==> config.mk <==
export PLATFORM = sky130hd
export DESIGN_NAME = tx_frame_ctrl
export DESIGN_NICKNAME = d
export VERILOG_FILES = /design/src/rtl/tx_frame_ctrl.sv
export SDC_FILE = /design/constraint.sdc
export NUM_CORES = 1
export LEC_CHECK = 0
export BUFFER_PORTS_ARGS = -buffer_cell sky130_fd_sc_hd__buf_2
export CORE_MARGIN = 2
export CORE_UTILIZATION = 25
export DETAILED_ROUTE_END_ITERATION = 8
export SYNTH_ARGS = -nofsm -noshare
export SYNTH_HDL_FRONTEND = slang
export SYNTH_SLANG_ARGS = --single-unit
==> constraint.sdc <==
create_clock -name clk -period 2.35 [get_ports clk]
set_input_delay 0.5875 -clock clk [delete_from_list [all_inputs] [get_ports clk]]
set_output_delay 0.5875 -clock clk [all_outputs]
set_load 0.05 [all_outputs]
==> src/rtl/tx_frame_ctrl.sv <==
// tx_frame_ctrl
//   Single-frame transmit sequencer. It accepts a 32-bit payload, streams it
//   MSB first into an external serial CRC engine, and builds a 48-bit word
//   {payload, crc}. It hands that word to an external FEC engine, waits for
//   the engine's result with a timeout, and presents the 96-bit coded frame
//   on an output handshake.
//
// Ports
//   clk, reset            : system clock, synchronous active-high reset
//   in_valid/in_ready     : payload handshake, in_data[31:0]
//   crc_start/en/bit      : CRC engine init strobe, shift enable, serial data
//   crc_value[15:0]       : CRC register from the engine
//   fec_start, fec_word   : FEC engine strobe and its 48-bit input
//   fec_done, fec_data    : FEC completion and its 96-bit result
//   out_valid/out_ready   : coded frame handshake, out_data[95:0]
//   busy, err, frame_cnt  : status: frame in flight, timeout pulse, frames sent
module tx_frame_ctrl #(
   parameter int unsigned TIMEOUT_CYC = 255
) (
   input  logic        clk,
   input  logic        reset,
   input  logic        in_valid,
   output logic        in_ready,
   input  logic [31:0] in_data,
   output logic        crc_start,
   output logic        crc_en,
   output logic        crc_bit,
   input  logic [15:0] crc_value,
   output logic        fec_start,
   output logic [47:0] fec_word,
   input  logic        fec_done,
   input  logic [95:0] fec_data,
   output logic        out_valid,
   input  logic        out_ready,
   output logic [95:0] out_data,
   output logic        busy,
   output logic        err,
   output logic [15:0] frame_cnt
);

   typedef enum logic [2:0] {
      IDLE, CRC_INIT, CRC_SHIFT, CRC_CAP, FEC_START, FEC_WAIT, OUT_HOLD
   } state_t;

   state_t      state, state_nx;
   logic [31:0] payload;
   logic [4:0]  bit_cnt;
   logic [7:0]  wait_cnt;
   logic [4:0]  shift_idx;
   logic        timeout;
   logic        crc_start_nx, crc_en_nx, crc_bit_nx, fec_start_nx, err_nx;

   // wait_cnt is 1 in the first FEC_WAIT cycle, so equality marks the last
   // cycle the engine is allowed to answer in.
   assign timeout = (wait_cnt == 8'(TIMEOUT_CYC));

   // State register, strobe registers and datapath.
   always_ff @(posedge clk) begin
      if (reset) begin
         state     <= IDLE;
         payload   <= '0;
         bit_cnt   <= '0;
         wait_cnt  <= '0;
         crc_start <= 1'b0;
         crc_en    <= 1'b0;
         crc_bit   <= 1'b0;
         fec_start <= 1'b0;
         err       <= 1'b0;
         fec_word  <= '0;
         out_data  <= '0;
         frame_cnt <= '0;
      end else begin
         state     <= state_nx;
         crc_start <= crc_start_nx;
         crc_en    <= crc_en_nx;
         crc_bit   <= crc_bit_nx;
         fec_start <= fec_start_nx;
         err       <= err_nx;

         if (state == IDLE && in_valid)
            payload <= in_data;

         bit_cnt <= (state == CRC_SHIFT) ? bit_cnt + 5'd1 : 5'd0;

         if (state == FEC_START)
            wait_cnt <= 8'd1;
         else if (state == FEC_WAIT)
            wait_cnt <= wait_cnt + 8'd1;
         else
            wait_cnt <= 8'd0;

         // fec_word then holds until the next frame reaches CRC_CAP.
         if (state == CRC_CAP)
            fec_word <= {payload, crc_value};

         if (state == FEC_WAIT && fec_done)
            out_data <= fec_data;

         if (state == OUT_HOLD && out_ready)
            frame_cnt <= frame_cnt + 16'd1;
      end
   end

   // Next-state logic.
   always_comb begin
      state_nx = state;
      case (state)
         IDLE:      if (in_valid) state_nx = CRC_INIT;
         CRC_INIT:  state_nx = CRC_SHIFT;
         CRC_SHIFT: if (bit_cnt == 5'd31) state_nx = CRC_CAP;
         CRC_CAP:   state_nx = FEC_START;
         FEC_START: state_nx = FEC_WAIT;
         // A result arriving on the expiry cycle still wins over the timeout.
         FEC_WAIT: begin
            if (fec_done)     state_nx = OUT_HOLD;
            else if (timeout) state_nx = IDLE;
         end
         OUT_HOLD:  if (out_ready) state_nx = IDLE;
         default:   state_nx = IDLE;
      endcase
   end

   // Output logic. Strobes are computed from the upcoming state so that the
   // registered copies line up with the state they belong to.
   always_comb begin
      shift_idx    = (state == CRC_SHIFT) ? bit_cnt + 5'd1 : 5'd0;
      crc_start_nx = (state_nx == CRC_INIT);
      crc_en_nx    = (state_nx == CRC_SHIFT);
      crc_bit_nx   = (state_nx == CRC_SHIFT) ? payload[~shift_idx] : 1'b0;
      fec_start_nx = (state_nx == FEC_START);
      err_nx       = (state == FEC_WAIT) && !fec_done && timeout;
   end

   assign in_ready  = (state == IDLE);
   assign busy      = (state != IDLE);
   assign out_valid = (state == OUT_HOLD);

endmodule
==> flow_summary.toml, run 1 <==
[pwr]
pwr-share-clk = 0.444
p_leak_nw = 4.589
switching_share = 0.2617
p_total_mw = 8.678
powerDensity_nw_per_um2 = 799.8
p_sw_mw = 2.271
comb_power_share = 0.114
pwr-share-seq = 0.442
p_int_mw = 6.407
peakVddDrop_mv = 0.4630

[placement]
dp_cells = 1663
dp_slack_ps = 323.1
gp_congestion = 0.8093
portBuffers = 316
place_area_um2 = 10010
dp_hpwl_um = 17050

[synth]
synth_cell_type_count = 51
ys_async_sr_fraction = 0
yosysSeqAreaShare = 0.5331
yosys.area.top_type = "dfxtp_1"
synth_edf_count = 0
ys_top_cells_by_area = "dfxtp_1, nand2_1, a21oi_1"
ys_seq_elements = 213
syn-num-nets = 1147
ys.warnings.count = 0
synth_top_area_frac = 0.5331
syn_avg_cell_area_um2 = 8.047
netlist_area_um2 = 7999
syn_inst = 994
synth-main-ff-cell = "dfxtp_1"

[sta]
worst_slack_ps = 181.4
clock_skew_ps = 12.13
drv_slew = 0
max_clock_freq_mhz = 461.1
hold_viol = 0
fin_crit_sh = 0.9228
tns_ps = 0
fin_crit_ps = 2169
rsz0062_at_grt = "no"
setup_viol = 0
whs_ps = 304.6
maxSlewHeadroom = 0.4725
tightest_slew_ps = 791.2

[cts]
clk_pin_slew_ps = 60
htree_levels = 1
clock-root-buffer = "clkbuf_16"
cts_sinks = 213
numCtsBuffers = 25
cts_setup_buffers = 0
ctsResizeCount = 2
hold_buffers = 0
cts_tree = "done"
clockBufferDepth = 3
clk_latency_ps = 520

[critical_path]
cp-end-kind = "output pin"
path_class = "flip-flop to output pin"
r2r_slack_ps = 410
r2r_start = "bit_cnt[1]$_SDFF_PP0_"
crit_path_end = "in_ready"
reg2reg_to = "crc_bit$_SDFF_PP0_"
arrival_ps = 1580
cp.required_ps = 1760
path_max_fanout = 15
r2r_cells = 6
startpoint_type = "flip-flop"
startpoint = "state[0]$_SDFF_PP0_"

[floorplan]
row_count = 65
die_area_um2 = 33440
start_util = 0.2535
chipHeight_um = 182.9
die_x_um = 182.9
core_area_um2 = 31560
ioPinCount = 317

[detailed_routing]
drt_iter0_drc = 428
antenna_left = 0
wl_um = 23910
drc = 0
top_layer_used = "met4"
dr_wl_met3_um = 2425
routedWlPerCell_um = 13.98
route.vias.total = 7635
met1_length_um = 9995
drtPass1Iterations = 4
routed-wl-met2_um = 10830
viasPerCell = 4.465

[global_routing]
grt_pass1_vias = 7106
grtUsageTotal = 0.1355
grt_max_degree = 83
grt_pass1_wl_um = 37230
antenna_found_initial = 1
grt_overflow = 0

[layout]
layout_common_cells = "nand2_1, buf_2, dfxtp_1, a21oi_1, nor2_1"
drive_gt1_frac = 0.3037
fin_util = 0.3439
area_delta_synth_final_pct = 35.65
final_nets = 1441
final_cell_area_um2 = 10850
final_cell_count_no_fill = 1710
final_common_cell = "nand2_1"

[outcome]
outcome = "complete, no violations"

[min_path]
hold_class = "input pin to flip-flop"

[job]
cap_violations = 0
==> critical path, cell delays in order (launching register included) <==
cell and delay [ps]:
dfxtp_4 410, nor3_4 330, buf_2 330
==> kinds of logic (layout without fill, tap and decap cells) <==
family | count (synthesis) | in the layout | share of synthesized area
AOI/OAI and AO/OA | 209 | 209 | 0.1408
xor gates and xnor gates | 23 | 23 | 0.02518
adders and majority gates | 4 | 4 | 0.006257
buffers and inverters | 76 | 389 | 0.04114
DFF | 213 | 213 | 0.5331
muxes | 7 | 7 | 0.01064
other | 0 | 1 | 0
and+or+nand+nor | 462 | 462 | 0.2429
==> flip-flops by register name, summed over array words and instances, names as in the netlist <==
register   count
fec_start      1
crc_start      1
crc_en         1
payload       32
out_data      96
crc_bit        1
bit_cnt        5
err            1
fec_word      48
frame_cnt     16
state          3
wait_cnt       8
==> worst min path at each step <==
stage	from	to	depth (start not counted)
final	crc_value[6]	fec_word[6]$_SDFFE_PP0N_	3
after detailed placement	out_data[10]$_SDFFE_PP0P_	out_data[10]$_SDFFE_PP0P_	2
after floorplan	payload[28]$_SDFFE_PP0P_	fec_word[44]$_SDFFE_PP0N_	2
after global routing	fec_data[19]	out_data[19]$_SDFFE_PP0P_	3
after CTS	fec_data[2]	out_data[2]$_SDFFE_PP0P_	3
after global placement	out_data[80]$_SDFFE_PP0P_	out_data[80]$_SDFFE_PP0P_	2
==> layer usage <==
layer	vias to the layer above	GRT usage
met2	278	0.2234
met5	-	0
met1	3465	0.1645
met3	39	0.04845
met4	0	0.04512
li1	3853	-
==> power by group through the flow <==
| stage | combinational, mW | sequential, mW | clock [mW] |
|---|---|---|---|
| floorplan | 0.521 | 4.01 | 0 |
| global route | 1.08 | 3.85 | 4.15 |
| detailed placement | 0.990 | 3.90 | 0 |
| global placement | 0.981 | 3.90 | 0 |
| finish | 0.991 | 3.83 | 3.85 |
| CTS | 0.992 | 3.83 | 3.99 |
==> synthesized netlist by cell type, types with 3 or more instances <==
cell type and instances:
a211oi_1 4, a21oi_1 181, and2_1 3, and3_1 9, buf_2 17, buf_4 4, clkbuf_1 46, dfxtp_1 213
ha_1 4, inv_1 6, mux2i_1 4, nand2_1 365, nand2b_1 3, nand3_1 13, nand3b_1 3, nand4_1 4
nor2_1 35, nor2b_1 4, nor3_1 8, o21ai_0 6, xnor2_1 9, xor2_1 14
==> final cells by class <==
type	instances	area, um2
well taps	402	503.0
clock inverters	10	110.1
diodes	1	2.502
repair buffers	337	1785
flip-flops and latches	213	4269
fillers	3376	20700
clock buffers	36	716.9
multi-input cells	705	3441
inverters	6	22.52
Power figures use the tool's default switching activity.
==> run 2: changes to the inputs <==
Settings changed: MAX_ROUTING_LAYER from default to met4.
==> flow_summary.toml, run 2 (synthesis results as in run 1) <==
[outcome]
outcome = "complete, no violations"

[cts]
clk_pin_slew_ps = 60
numCtsBuffers = 25
clk_latency_ps = 520
cts_setup_buffers = 0
cts_tree = "done"
hold_buffers = 0
clock-root-buffer = "clkbuf_16"
clockBufferDepth = 3
htree_levels = 1
cts_sinks = 213

[critical_path]
cp_top_family = "flip-flops"
cp.required_ps = 1760
crit_buf_inv = 1
cp-end-kind = "output pin"
path_cells = "nor3_4, buf_2"
startpoint_type = "flip-flop"
startpoint = "state[0]$_SDFF_PP0_"
r2r_start = "bit_cnt[1]$_SDFF_PP0_"
r2r_cells = 6
path_class = "flip-flop to output pin"
path_max_fanout = 15
arrival_ps = 1560
reg2reg_to = "crc_bit$_SDFF_PP0_"
cp_slowest_cell = "dfxtp_4"
r2r_slack_ps = 400
critical_path.max_stage_delay_ps = 410

[floorplan]
chipHeight_um = 182.9
die_area_um2 = 33440
die_x_um = 182.9
ioPinCount = 317
start_util = 0.2535
core_area_um2 = 31560
row_count = 65

[layout]
largest_reg_flops = 96
largest_registers = "out_data: 96 flops, fec_word: 48 flops, payload: 32 flops"
fin_util = 0.3439
area_delta_synth_final_pct = 35.65
drive_gt1_frac = 0.3037
final_cell_area_um2 = 10850
final_nets = 1441
largest-register = "out_data"
final_common_cell = "nand2_1"
layout_common_cells = "nand2_1, buf_2, dfxtp_1, a21oi_1, nor2_1"

[sta]
max_clock_freq_mhz = 465.4
setup_viol = 0
clock_skew_ps = 9.344
fin_crit_sh = 0.9144
maxSlewHeadroom = 0.4677
hold_viol = 0
drv_slew = 0
rsz0062_at_grt = "no"
tightest_slew_ps = 798.4
worst_slack_ps = 201.2
tns_ps = 0
fin_crit_ps = 2149

[pwr]
pwr-share-seq = 0.442
powerDensity_nw_per_um2 = 799.5
p_total_mw = 8.674
p_int_mw = 6.407
peakVddDrop_mv = 0.4630
comb_power_share = 0.114
p_sw_mw = 2.268
p_leak_nw = 4.589
switching_share = 0.2614
pwr-share-clk = 0.444

[placement]
dp_slack_ps = 323.1
portBuffers = 316
place_area_um2 = 10010
gp_congestion = 0.8211
dp_hpwl_um = 17050

[detailed_routing]
routedWlPerCell_um = 13.98
drtPass1Iterations = 5
drt_iter0_drc = 406
antenna_left = 0
drc = 0
viasPerCell = 4.465
route.vias.total = 7636
wl_um = 23910

[global_routing]
grt_overflow = 0
antenna_found_initial = 1
grt_pass1_wl_um = 37160
grt_pass1_vias = 7115
grtUsageTotal = 0.1396
grt_max_degree = 83

[min_path]
hold_class = "input pin to flip-flop"
hold_end = "fec_word[6]$_SDFFE_PP0N_"
hold_depth = 3
hp-start = "crc_value[6]"

[job]
cap_violations = 0
==> run 2: cell counts in the layout (fill, tap and decap cells not counted) <==
No cell type changed its count.
==> run 2: power groups by stage <==
stage          sequential (mW)  combinational (mW)  clock [mW]
2_1_floorplan             4.01               0.521           0
3_3_place_gp              3.90               0.981           0
3_5_place_dp              3.90               0.990           0
4_1_cts                   3.83               0.992        3.99
5_1_grt                   3.85                1.08        4.15
6_report                  3.83               0.990        3.85
==> run 2: worst max path at each step <==
| stage | to | slack, ps | cells after the start |
|---|---|---|---|
| 2_1_floorplan | busy | 180 | 2 |
| 3_3_place_gp | out_valid | 370 | 3 |
| 3_5_place_dp | out_valid | 320 | 3 |
| 4_1_cts | in_ready | 20 | 2 |
| 5_1_grt | out_valid | 100 | 3 |
| 6_report | in_ready | 200 | 2 |
==> run 2: metrics by stage <==
stage / hold WS (ps) / std cells
6_report: 306.1 / 1710
5_1_grt: 280.1 / 1710
4_1_cts: 273.2 / 1709
3_5_place_dp: 443.4 / 1663
3_3_place_gp: 438.6 / 1663
2_1_floorplan: 440.4 / 994
==> run 2: layer usage <==
layer | GRT usage | vias to the layer above | routed length (um)
met3 | 0.04448 | 45 | 2245
met2 | 0.2233 | 262 | 10930
li1 | - | 3858 | -
met1 | 0.1671 | 3471 | 10060
met5 | - | - | 0
met4 | 0.04512 | 0 | 667
==> run 2: area by class of cell <==
| cell class | instances | area [um2] |
|---|---|---|
| Sequential cell | 213 | 4269 |
| Clock inverter | 10 | 110.1 |
| Tap cell | 402 | 503.0 |
| Inverter | 6 | 22.52 |
| Timing Repair Buffer | 337 | 1785 |
| Fill cell | 3376 | 20700 |
| Antenna cell | 1 | 2.502 |
| Multi-Input combinational cell | 705 | 3441 |
| Clock buffer | 36 | 716.9 |
==> run 2: worst register-to-register path: stages, from the launching register on <==
cell,delay [ps]
dfxtp_1,310
ha_1,390
nand4bb_1,310
a211oi_1,370
a211oi_2,80
a211oi_1,300
a211oi_2,70
==> run 2: what timing repair did <==
item	in CTS	in global routing
endpoints found under the setup margin	3	2
gates resized for setup	2	3
gates cloned	0	0
==> run 3: changes to the inputs <==
Settings changed: ABC_AREA from default to 1, HOLD_SLACK_MARGIN from default to 0.1.
==> flow_summary.toml, run 3 <==
[critical_path]
reg2reg_to = "frame_cnt[9]$_SDFFE_PP0P_"
r2r_start = "state[1]$_SDFF_PP0_"
r2r_slack_ps = 500
crit_buf_inv = 3
r2r_cells = 10
arrival_ps = 1630
critical_path.max_stage_delay_ps = 460
cp_common_cell = "inv_2"
path_cells = "inv_2, nor2_2, nand2_1, inv_2, clkbuf_4"
path_class = "flip-flop to output pin"
path_max_fanout = 5
cp_top_family = "flip-flops"
cp_slowest_cell = "dfxtp_1"
cp.required_ps = 1760
cp-end-kind = "output pin"
startpoint_type = "flip-flop"

[synth]
synth_edf_count = 0
ys_top_cells_by_count = "dfxtp_1, nand2_1, a21oi_1, nand3_1, nor2_1"
synth_compound_area_frac = 0.1589
synth_fa_ha_area_frac = 0.006177
synth_mux_area_frac = 0
netlist_area_um2 = 8103
ys_async_sr_fraction = 0
syn_avg_cell_area_um2 = 7.702
syn_inst = 1052
synth_top_area_frac = 0.5263
synth-main-ff-cell = "dfxtp_1"
yosys.area_share.xor_xnor = 0.003243
yosys.area.top_type = "dfxtp_1"
ys_seq_elements = 213
ys.warnings.count = 0
ys_top_cells_by_area = "dfxtp_1, a21oi_1, nand3_1"
synth_cell_type_count = 32
synthMostInstantiatedCell = "dfxtp_1"
yosysSeqAreaShare = 0.5263
yosys.area_share.simple = 0.2397
syn-num-nets = 1205
synth_top_family_by_area = "simple AND/OR/NAND/NOR gates"

[sta]
fin_crit_sh = 0.9428
fin_crit_ps = 2216
hold_viol = 0
tightest_slew_ps = 628.5
rsz0062_at_grt = "no"
clock_skew_ps = 21.53
tns_ps = 0
max_clock_freq_mhz = 451.3
setup_viol = 0
maxSlewHeadroom = 0.5810
drv_slew = 0

[min_path]
hp-start = "crc_value[9]"
hold_depth = 3
hold_class = "input pin to flip-flop"
hold_end = "fec_word[9]$_SDFFE_PP0N_"

[detailed_routing]
antenna_left = 0
drt_iter0_drc = 460
drtPass1Iterations = 5
routedWlPerCell_um = 14.53
wl_um = 25450
viasPerCell = 4.623
drc = 0
route.vias.total = 8094

[floorplan]
die_area_um2 = 33870
ioPinCount = 317
start_util = 0.2555
chipHeight_um = 184.0
row_count = 65
die_x_um = 184.0
core_area_um2 = 31720

[placement]
dp_hpwl_um = 17520
portBuffers = 316
gp_congestion = 0.7767

[cts]
cts_tree = "done"
clockBufferDepth = 3
cts_sinks = 213
clock-root-buffer = "clkbuf_16"
htree_levels = 1
cts_setup_buffers = 0
numCtsBuffers = 24
clk_pin_slew_ps = 60
clk_latency_ps = 530

[layout]
largest_reg_flops = 96
largest_registers = "out_data: 96 flops, fec_word: 48 flops, payload: 32 flops"
layout_common_cells = "buf_2, dfxtp_1, nand2_1, a21oi_1, nand3_1"
final_common_cell = "buf_2"
largest-register = "out_data"
final_nets = 1485
fillers = 3399
fin_util = 0.3440
area_delta_synth_final_pct = 34.65
drive_gt1_frac = 0.2851

[global_routing]
grt_max_degree = 125
antenna_found_initial = 2
grt_pass1_vias = 7741
grt_pass1_wl_um = 39860
grtUsageTotal = 0.1479
grt_overflow = 0

[outcome]
outcome = "complete, no violations"

[pwr]
p_leak_nw = 4.863
powerDensity_nw_per_um2 = 780.1
peakVddDrop_mv = 0.4392

[job]
cap_violations = 0
[run 3: cell types whose count changed in the layout (fill, tap and decap cells not counted), moves of 9 or more]
cell / previous run / this run
a21oi_1: 181 / 169
buf_4: 19 / 10
inv_1: 6 / 54
nand2_1: 365 / 176
nand3_1: 12 / 145
nor2_1: 35 / 86
o21ai_0: 6 / 78
xor2_1: 14 / 2
[run 3: worst max path at each step]
stage / end / start / cells past startpoint
floorplan: busy / state[0]$_SDFF_PP0_ / 5
global placement: crc_bit$_SDFF_PP0_ / fec_done / 9
detailed placement: crc_bit$_SDFF_PP0_ / fec_done / 9
CTS: out_valid / state[1]$_SDFF_PP0_ / 5
global route: out_valid / state[1]$_SDFF_PP0_ / 5
finish: out_valid / state[1]$_SDFF_PP0_ / 5
[run 3: what timing repair did]
item,4_1_cts,5_1_grt
endpoints found under the setup margin,2,3
gates resized for setup,1,3
hold buffers,0,0
[run 3: tightest hold or removal path, stage by stage]
cell	delay [ps]
buf_2	70
nor2_1	30
nor2_1	80
[run 3: routing by layer]
| metal | global-route usage | up-vias | part of all wire |
|---|---|---|---|
| met5 | - | - | 0 |
| met4 | 0.04256 | 0 | 0.022 |
| met3 | 0.03071 | 40 | 0.069 |
| met2 | 0.2361 | 274 | 0.47 |
| met1 | 0.1891 | 3715 | 0.44 |
| li1 | - | 4065 | - |
[run 3: per-stage QoR]
| stage | area (um2) | power [mW] | setup slack, ps | cells | hold WS [ps] |
|---|---|---|---|---|---|
| after floorplan | 8104 | 4.351 | 380.2 | 1052 | 444.2 |
| after global placement | 10060 | 4.638 | 513.4 | 1708 | 444.3 |
| after detailed placement | 10060 | 4.647 | 510.6 | 1708 | 450.0 |
| after CTS | 10900 | 8.642 | 48.89 | 1749 | 250.5 |
| after global routing | 10910 | 8.874 | 16.54 | 1751 | 264.7 |
| final | 10910 | 8.511 | 134.3 | 1751 | 276.1 |
[run 3: final cells by class]
type | instances | area, um2 | area share
flip-flops and latches | 213 | 4264 | 0.3908
multi-input cells | 704 | 3331 | 0.3053
repair buffers | 329 | 1752 | 0.1605
clock buffers | 32 | 660.6 | 0.06055
well taps | 402 | 503.0 | 0.04610
inverters | 60 | 225.2 | 0.02064
clock inverters | 9 | 170.2 | 0.01560
diodes | 2 | 5.005 | 0.0004587
[run 3: power breakdown]
group | internal, mW | leakage [nW] | switching [mW]
registers | 3.72 | 1.72 | 0.0548
clock network | 2.41 | 0.407 | 1.52
logic | 0.246 | 2.73 | 0.555
total | 6.38 | 4.86 | 2.13
[run 3: cell families (layout without fill, tap and decap cells)]
logic type	count (synthesis)	after routing
buffers and inverters	135	430
and+or+nand+nor	443	443
AOI/OAI and AO/OA	254	254
DFF	213	213
adders and majority gates	4	4
xor gates and xnor gates	3	3
other	0	2
